[config.mk]
export PLATFORM = sky130hd
export DESIGN_NAME = stack_controller
export DESIGN_NICKNAME = d
export VERILOG_FILES = /design/src/rtl/stack_controller.sv
export SDC_FILE = /design/constraint.sdc
export NUM_CORES = 1
export LEC_CHECK = 0
export CAP_MARGIN = 10
export CELL_PAD_IN_SITES_DETAIL_PLACEMENT = 0
export CELL_PAD_IN_SITES_GLOBAL_PLACEMENT = 1
export CORE_ASPECT_RATIO = 0.6
export CORE_MARGIN = 4
export CORE_UTILIZATION = 21
export DETAILED_ROUTE_END_ITERATION = 10
export PLACE_DENSITY = 0.81
export SLEW_MARGIN = 20
export SYNTH_ARGS = -nofsm -noshare
export SYNTH_HDL_FRONTEND = slang
export SYNTH_SLANG_ARGS = --single-unit
[constraint.sdc]
create_clock -name clock -period 1.4 [get_ports clock]
set_clock_uncertainty 0.05 [all_clocks]
set_input_delay 0.14 -clock clock [delete_from_list [all_inputs] [get_ports clock]]
set_output_delay 0.14 -clock clock [all_outputs]
set_load 0.01 [all_outputs]
[src/rtl/stack_controller.sv]
// rtl/stack_controller.sv - Control FSM for a memory-backed stack datapath (PUSH/POP/TOP/SUM).
// Optional operand checking is enabled by defining STACK_CTRL_ERRCHK_EN.
module stack_controller #(
    parameter logic [2:0] ALU_ADD = 3'd0,
    parameter logic [2:0] ALU_SUB = 3'd1
) (
    input  logic        clock,
    input  logic        reset_n,
    input  logic        rdy,
    input  logic [2:0]  op,
    input  logic        eq,
    input  logic        ge,
    input  logic        hd0,
    input  logic        or_hd,
    output logic [10:0] alpha_k,
    output logic [2:0]  alpha_alu2,
    output logic [2:0]  alpha_alu3,
    output logic [2:0]  alpha_alu4,
    output logic [8:0]  beta,
    output logic        busy
);

    // Operation encodings as latched from the request interface.
    localparam logic [2:0] OP_PUSH = 3'b000;
    localparam logic [2:0] OP_POP  = 3'b001;
    localparam logic [2:0] OP_TOP  = 3'b010;
    localparam logic [2:0] OP_SUM  = 3'b011;

    // Bit positions inside alpha_k.
    localparam int K1        = 0;
    localparam int K2        = 1;
    localparam int K3        = 2;
    localparam int K4        = 3;
    localparam int K5        = 4;
    localparam int K_IND     = 5;
    localparam int K_I       = 6;
    localparam int K_ESITO   = 7;
    localparam int K_DATAOUT = 8;
    localparam int K_MEM1    = 9;
    localparam int K_MEM2    = 10;

    // Bit positions inside beta.
    localparam int B_HD      = 0;
    localparam int B_IND     = 1;
    localparam int B_I       = 2;
    localparam int B_ESITO   = 3;
    localparam int B_DATAOUT = 5;
    localparam int B_RDYIN   = 6;
    localparam int B_ACKOUT  = 7;
    localparam int B_MEM     = 8;

`ifdef STACK_CTRL_ERRCHK_EN
    localparam bit ERRCHK = 1'b1;
`else
    localparam bit ERRCHK = 1'b0;
`endif

    typedef enum logic [2:0] {
        S_IDLE     = 3'd0,
        S_EXEC     = 3'd1,
        S_SUM_INIT = 3'd2,
        S_SUM_LOOP = 3'd3,
        S_DONE     = 3'd4
    } state_t;

    state_t      state_q;
    logic [2:0]  op_q;
    logic        err_q;
    logic        req_err;

    // Classify the pending request: invalid ops and an empty SUM always fail,
    // capacity/occupancy checks only when operand checking is built in.
    always_comb begin
        req_err = 1'b0;
        case (op)
            OP_PUSH: req_err = ERRCHK && hd0;
            OP_POP:  req_err = ERRCHK && !or_hd;
            OP_TOP:  req_err = ERRCHK && !or_hd;
            OP_SUM:  req_err = eq || (ERRCHK && !ge);
            default: req_err = 1'b1;
        endcase
    end

    // Sequencer: accept in IDLE, run the op, always finish through DONE.
    always_ff @(posedge clock or negedge reset_n) begin
        if (!reset_n) begin
            state_q <= S_IDLE;
            op_q    <= 3'b000;
            err_q   <= 1'b0;
        end else begin
            case (state_q)
                S_IDLE: begin
                    if (rdy) begin
                        op_q    <= op;
                        err_q   <= req_err;
                        state_q <= ((op == OP_SUM) && !req_err) ? S_SUM_INIT : S_EXEC;
                    end
                end
                S_EXEC:     state_q <= S_DONE;
                S_SUM_INIT: state_q <= S_SUM_LOOP;
                S_SUM_LOOP: if (eq) state_q <= S_DONE;
                S_DONE:     state_q <= S_IDLE;
                default:    state_q <= S_IDLE;
            endcase
        end
    end

    // Datapath control decode; SUM_LOOP looks at eq so the final loop cycle writes nothing.
    always_comb begin
        alpha_k    = 11'd0;
        alpha_alu2 = 3'd0;
        alpha_alu3 = 3'd0;
        alpha_alu4 = 3'd0;
        beta       = 9'd0;
        busy       = (state_q != S_IDLE);
        case (state_q)
            S_EXEC: begin
                if (!err_q) begin
                    case (op_q)
                        OP_PUSH: begin
                            alpha_alu3   = ALU_ADD;
                            beta[B_MEM]  = 1'b1;
                            beta[B_HD]   = 1'b1;
                        end
                        OP_POP: begin
                            alpha_alu3       = ALU_SUB;
                            alpha_k[K_MEM1]  = 1'b1;
                            beta[B_DATAOUT]  = 1'b1;
                            beta[B_HD]       = 1'b1;
                        end
                        OP_TOP: begin
                            alpha_alu3       = ALU_SUB;
                            alpha_k[K_MEM1]  = 1'b1;
                            beta[B_DATAOUT]  = 1'b1;
                        end
                        default: begin
                            alpha_alu3 = 3'd0;
                        end
                    endcase
                end
            end
            S_SUM_INIT: begin
                alpha_k[K5]      = 1'b1;
                alpha_k[K_MEM1]  = 1'b1;
                alpha_alu3       = ALU_SUB;
                alpha_alu4       = ALU_SUB;
                beta[B_IND]      = 1'b1;
                beta[B_I]        = 1'b1;
                beta[B_DATAOUT]  = 1'b1;
            end
            S_SUM_LOOP: begin
                if (!eq) begin
                    alpha_k[K1]        = 1'b1;
                    alpha_k[K3]        = 1'b1;
                    alpha_k[K4]        = 1'b1;
                    alpha_k[K_IND]     = 1'b1;
                    alpha_k[K_I]       = 1'b1;
                    alpha_k[K_DATAOUT] = 1'b1;
                    alpha_k[K_MEM2]    = 1'b1;
                    alpha_alu2         = ALU_ADD;
                    alpha_alu3         = ALU_SUB;
                    alpha_alu4         = ALU_ADD;
                    beta[B_DATAOUT]    = 1'b1;
                    beta[B_IND]        = 1'b1;
                    beta[B_I]          = 1'b1;
                end
            end
            S_DONE: begin
                alpha_k[K_ESITO] = err_q;
                beta[B_ESITO]    = 1'b1;
                beta[B_RDYIN]    = 1'b1;
                beta[B_ACKOUT]   = 1'b1;
            end
            default: begin
                busy = (state_q != S_IDLE);
            end
        endcase
    end

    // K2 is never asserted by any state; keep it explicit for readers of the bit map.
    localparam int K2_UNUSED_POS = K2;

endmodule
==> flow_summary_export.csv <==
group,metric,value,unit
placement,placed_area,890.9,um2
worst_setup_path,end_kind,"register",
finish,num_antenna_cells,0,
placement,place_ws,-0.3771,ns
floorplan,die_h,47.89,um
power,combPwrFrac,65.8,%
route,avgViaCountPerCell,4.073,
clock_tree,clock_sinks,7,
global_route,antenna_found_initial,0,
synth,synthCells,60,
worst_setup_path,critPathArrivalTime,1.64,ns
clock_tree,cts_hold_buf,0,
route,initialDrtViolationCount,15,
sta,hold_violations,0,
finish,drive_above_1_share,67.62,%
clock_tree,htreeDepth,1,
clock_tree,clockBufferDepth,2,
route,postRouteAntennaNets,0,
sta,period_share,112.7,%
finish,area_delta_synth_final,106.3,%
synth,synth.avg_cell_area,9.280,um2
finish,fin_nets,116,
floorplan,die_area,3566,um2
sta,drv_slew,0,
worst_setup_path,crit_fanout,4,
global_route,grt_max_degree,8,
synth,yosys.area.top_type,"dfrtp_1",
sta,finalSetupTns,-2.739,ns
synth,synth_common_cells,"buf_4 (20), dfrtp_1 (7), a21oi_1 (4), nand2_1 (4)",
placement,port_buffers,27,
floorplan,core,2522,um2
floorplan,fp.dieW,74.48,um
power,p_sw_share,35.30,%
worst_setup_path,r2r_start,"state_q[1]$_DFFE_PN0P_",
global_route,grt_pass1_vias,522,
synth,async_flop_share,100.0,%
route,routedWlPerCell,12.45,um
sta,rsz0062_at_grt,"true",
clock_tree,cts_made_buffers,3,
clock_tree,clk_latency,0.23,ns
sta,fin_crit,1.578,ns
placement,hpwl,1115,um
finish,finalNonFillerCells,137,
run,max-cap-violations,0,
synth,yosysUniqueCellTypes,21,
synth,yosysMostFrequentCell,"buf_4",
worst_setup_path,crit_type,"reg -> reg",
synth,synth_area,556.8,um2
synth,synth_top_area_share,31.46,%
global_route,grt_use_total,9.288,%
finish,fillers,224,
worst_setup_path,crit_required,1.47,ns
floorplan,num_rows,14,
sta,setup_ws,-0.1782,ns
power,power_density,1729,nW/um2
synth,synth-edff-count,0,
power,p_leak,0.5446,nW
sta,finalSetupViolations,24,
hold_path,hold_class,"in -> async",
synth,ys_warn_count,0,
finish,design_area,1149,um2
route,routed_wirelength,1706,um
placement,place_congestion,0.7232,
synth,seq_area_frac_synth,31.46,%
synth,synthTopCellsByArea,"dfrtp_1 (31%), buf_4 (27%), mux2_2 (6.1%)",
route,dr.pass1.iters,4,
power,p_int,1.285,mW
power,vdd_drop_max,0.0004022,V
outcome,status,"finished, violations left",
floorplan,start_util,22.07,%
power,p_seq_share,19.4,%
sta,max_freq,0.6336,GHz
power,switchingPower,0.7011,mW
outcome,violations,"setup timing",
placement,placed_cells,124,
floorplan,io_pins,40,
clock_tree,cts_tree,"yes",
route,drc,0,
worst_setup_path,start_kind,"register",
clock_tree,clk_pin_slew,0.04,ns
synth,synth_seq_cells,7,
global_route,grt_overflow,0,
route,num_vias,558,
worst_setup_path,worstSetupStartpoint,"state_q[1]$_DFFE_PN0P_",
synth,synth_top_flop_cell,"dfrtp_1",
clock_tree,root_buffer,"clkbuf_8",
finish,utilization,45.54,%
power,power_frac_clock,14.8,%
global_route,grt_pass1_wl,2366,um
[worst max-delay path, cell delays in order (launching register included)]
cell and delay [ns]:
dfrtp_1 0.41, buf_6 0.15, buf_6 0.12, nor4b_4 0.25
buf_4 0.19, mux2_4 0.30
[power groups by stage]
stage	combinational [mW]	sequential [mW]	clock, mW
floorplan	0.443	0.376	0
global placement	0.875	0.361	0
detailed placement	0.886	0.369	0
CTS	1.21	0.366	0.296
global route	1.40	0.398	0.310
finish	1.31	0.385	0.294
[stage by stage]
| stage | hold slack, ns | power (mW) |
|---|---|---|
| CTS | 0.1182 | 1.873 |
| global route | 0.1465 | 2.108 |
| global placement | 0.3532 | 1.236 |
| finish | 0.1146 | 1.986 |
| floorplan | -0.2056 | 0.8186 |
| detailed placement | 0.3633 | 1.255 |
[cell families (layout without fill, tap and decap cells)]
logic type	after synthesis	in the layout	share of synthesized area [%]
buf+inv	21	58	27.86
mux	3	3	6.067
simple gates	19	19	23.15
other cells	1	9	0.6735
xor+xnor	1	1	1.573
flops	7	7	31.46
compound gates	8	8	9.215
[flip-flops by register name, indices dropped and copies added, names as in the netlist]
signal   flops
op_q         3
state_q      3
err_q        1
[what timing repair did]
action,CTS,global route
gates cloned,0,0
endpoints found under the setup margin,26,26
buffers inserted,7,2
pin swaps,8,4
resized for setup,116,16
[path summary, 6_finish.rpt]
path | end | cells past startpoint | slack [ns]
worst min register to register | op_q[2]$_DFFE_PN0P_ | 1 | 0.54
worst min-delay path | op_q[1]$_DFFE_PN0P_ | 1 | 0.11
worst max register to register | op_q[0]$_DFFE_PN0P_ | 5 | -0.18
worst max-delay path | op_q[0]$_DFFE_PN0P_ | 5 | -0.18
min in group clock | op_q[2]$_DFFE_PN0P_ | 1 | 0.54
max in group asynchronous | state_q[0]$_DFFE_PN0P_ | 1 | 0.92
[cell type report]
cell class	count	area [um2]	share of cell area (%)
Sequential cell	7	176.4	15.36
Multi-Input combinational cell	40	361.6	31.48
Clock buffer	4	45.04	3.922
Tap cell	32	40.04	3.486
Timing Repair Buffer	54	525.5	45.75
[layout by cell type (no fill, tap or decap), drive strengths merged]
cell           Yosys  routed
nand2b             1       1
nor4               1       1
xor2               1       1
or3                1       1
clkbuf             0       4
dfrtp              7       7
nor2b              2       2
a21oi              4       4
nor3b              3       3
clkdlybuf4s50      0       5
a31oi              1       1
o31ai              1       1
dlygate4sd2        0       1
and2               1       1
nand2              4       4
nor3               1       1
conb               1       9
a31o               2       2
mux2               3       3
nor2               3       3
or4b               1       1
buf               21      48
nor4b              1       1
[metal layers]
layer	GRT usage, %	vias to the layer above	part of all wire (%)
li1	-	267	-
met1	8.845	259	33
met2	17.98	28	56
met3	2.725	4	8.6
met4	6.383	0	1.9
met5	0	-	0
Power figures use the tool's default switching activity.
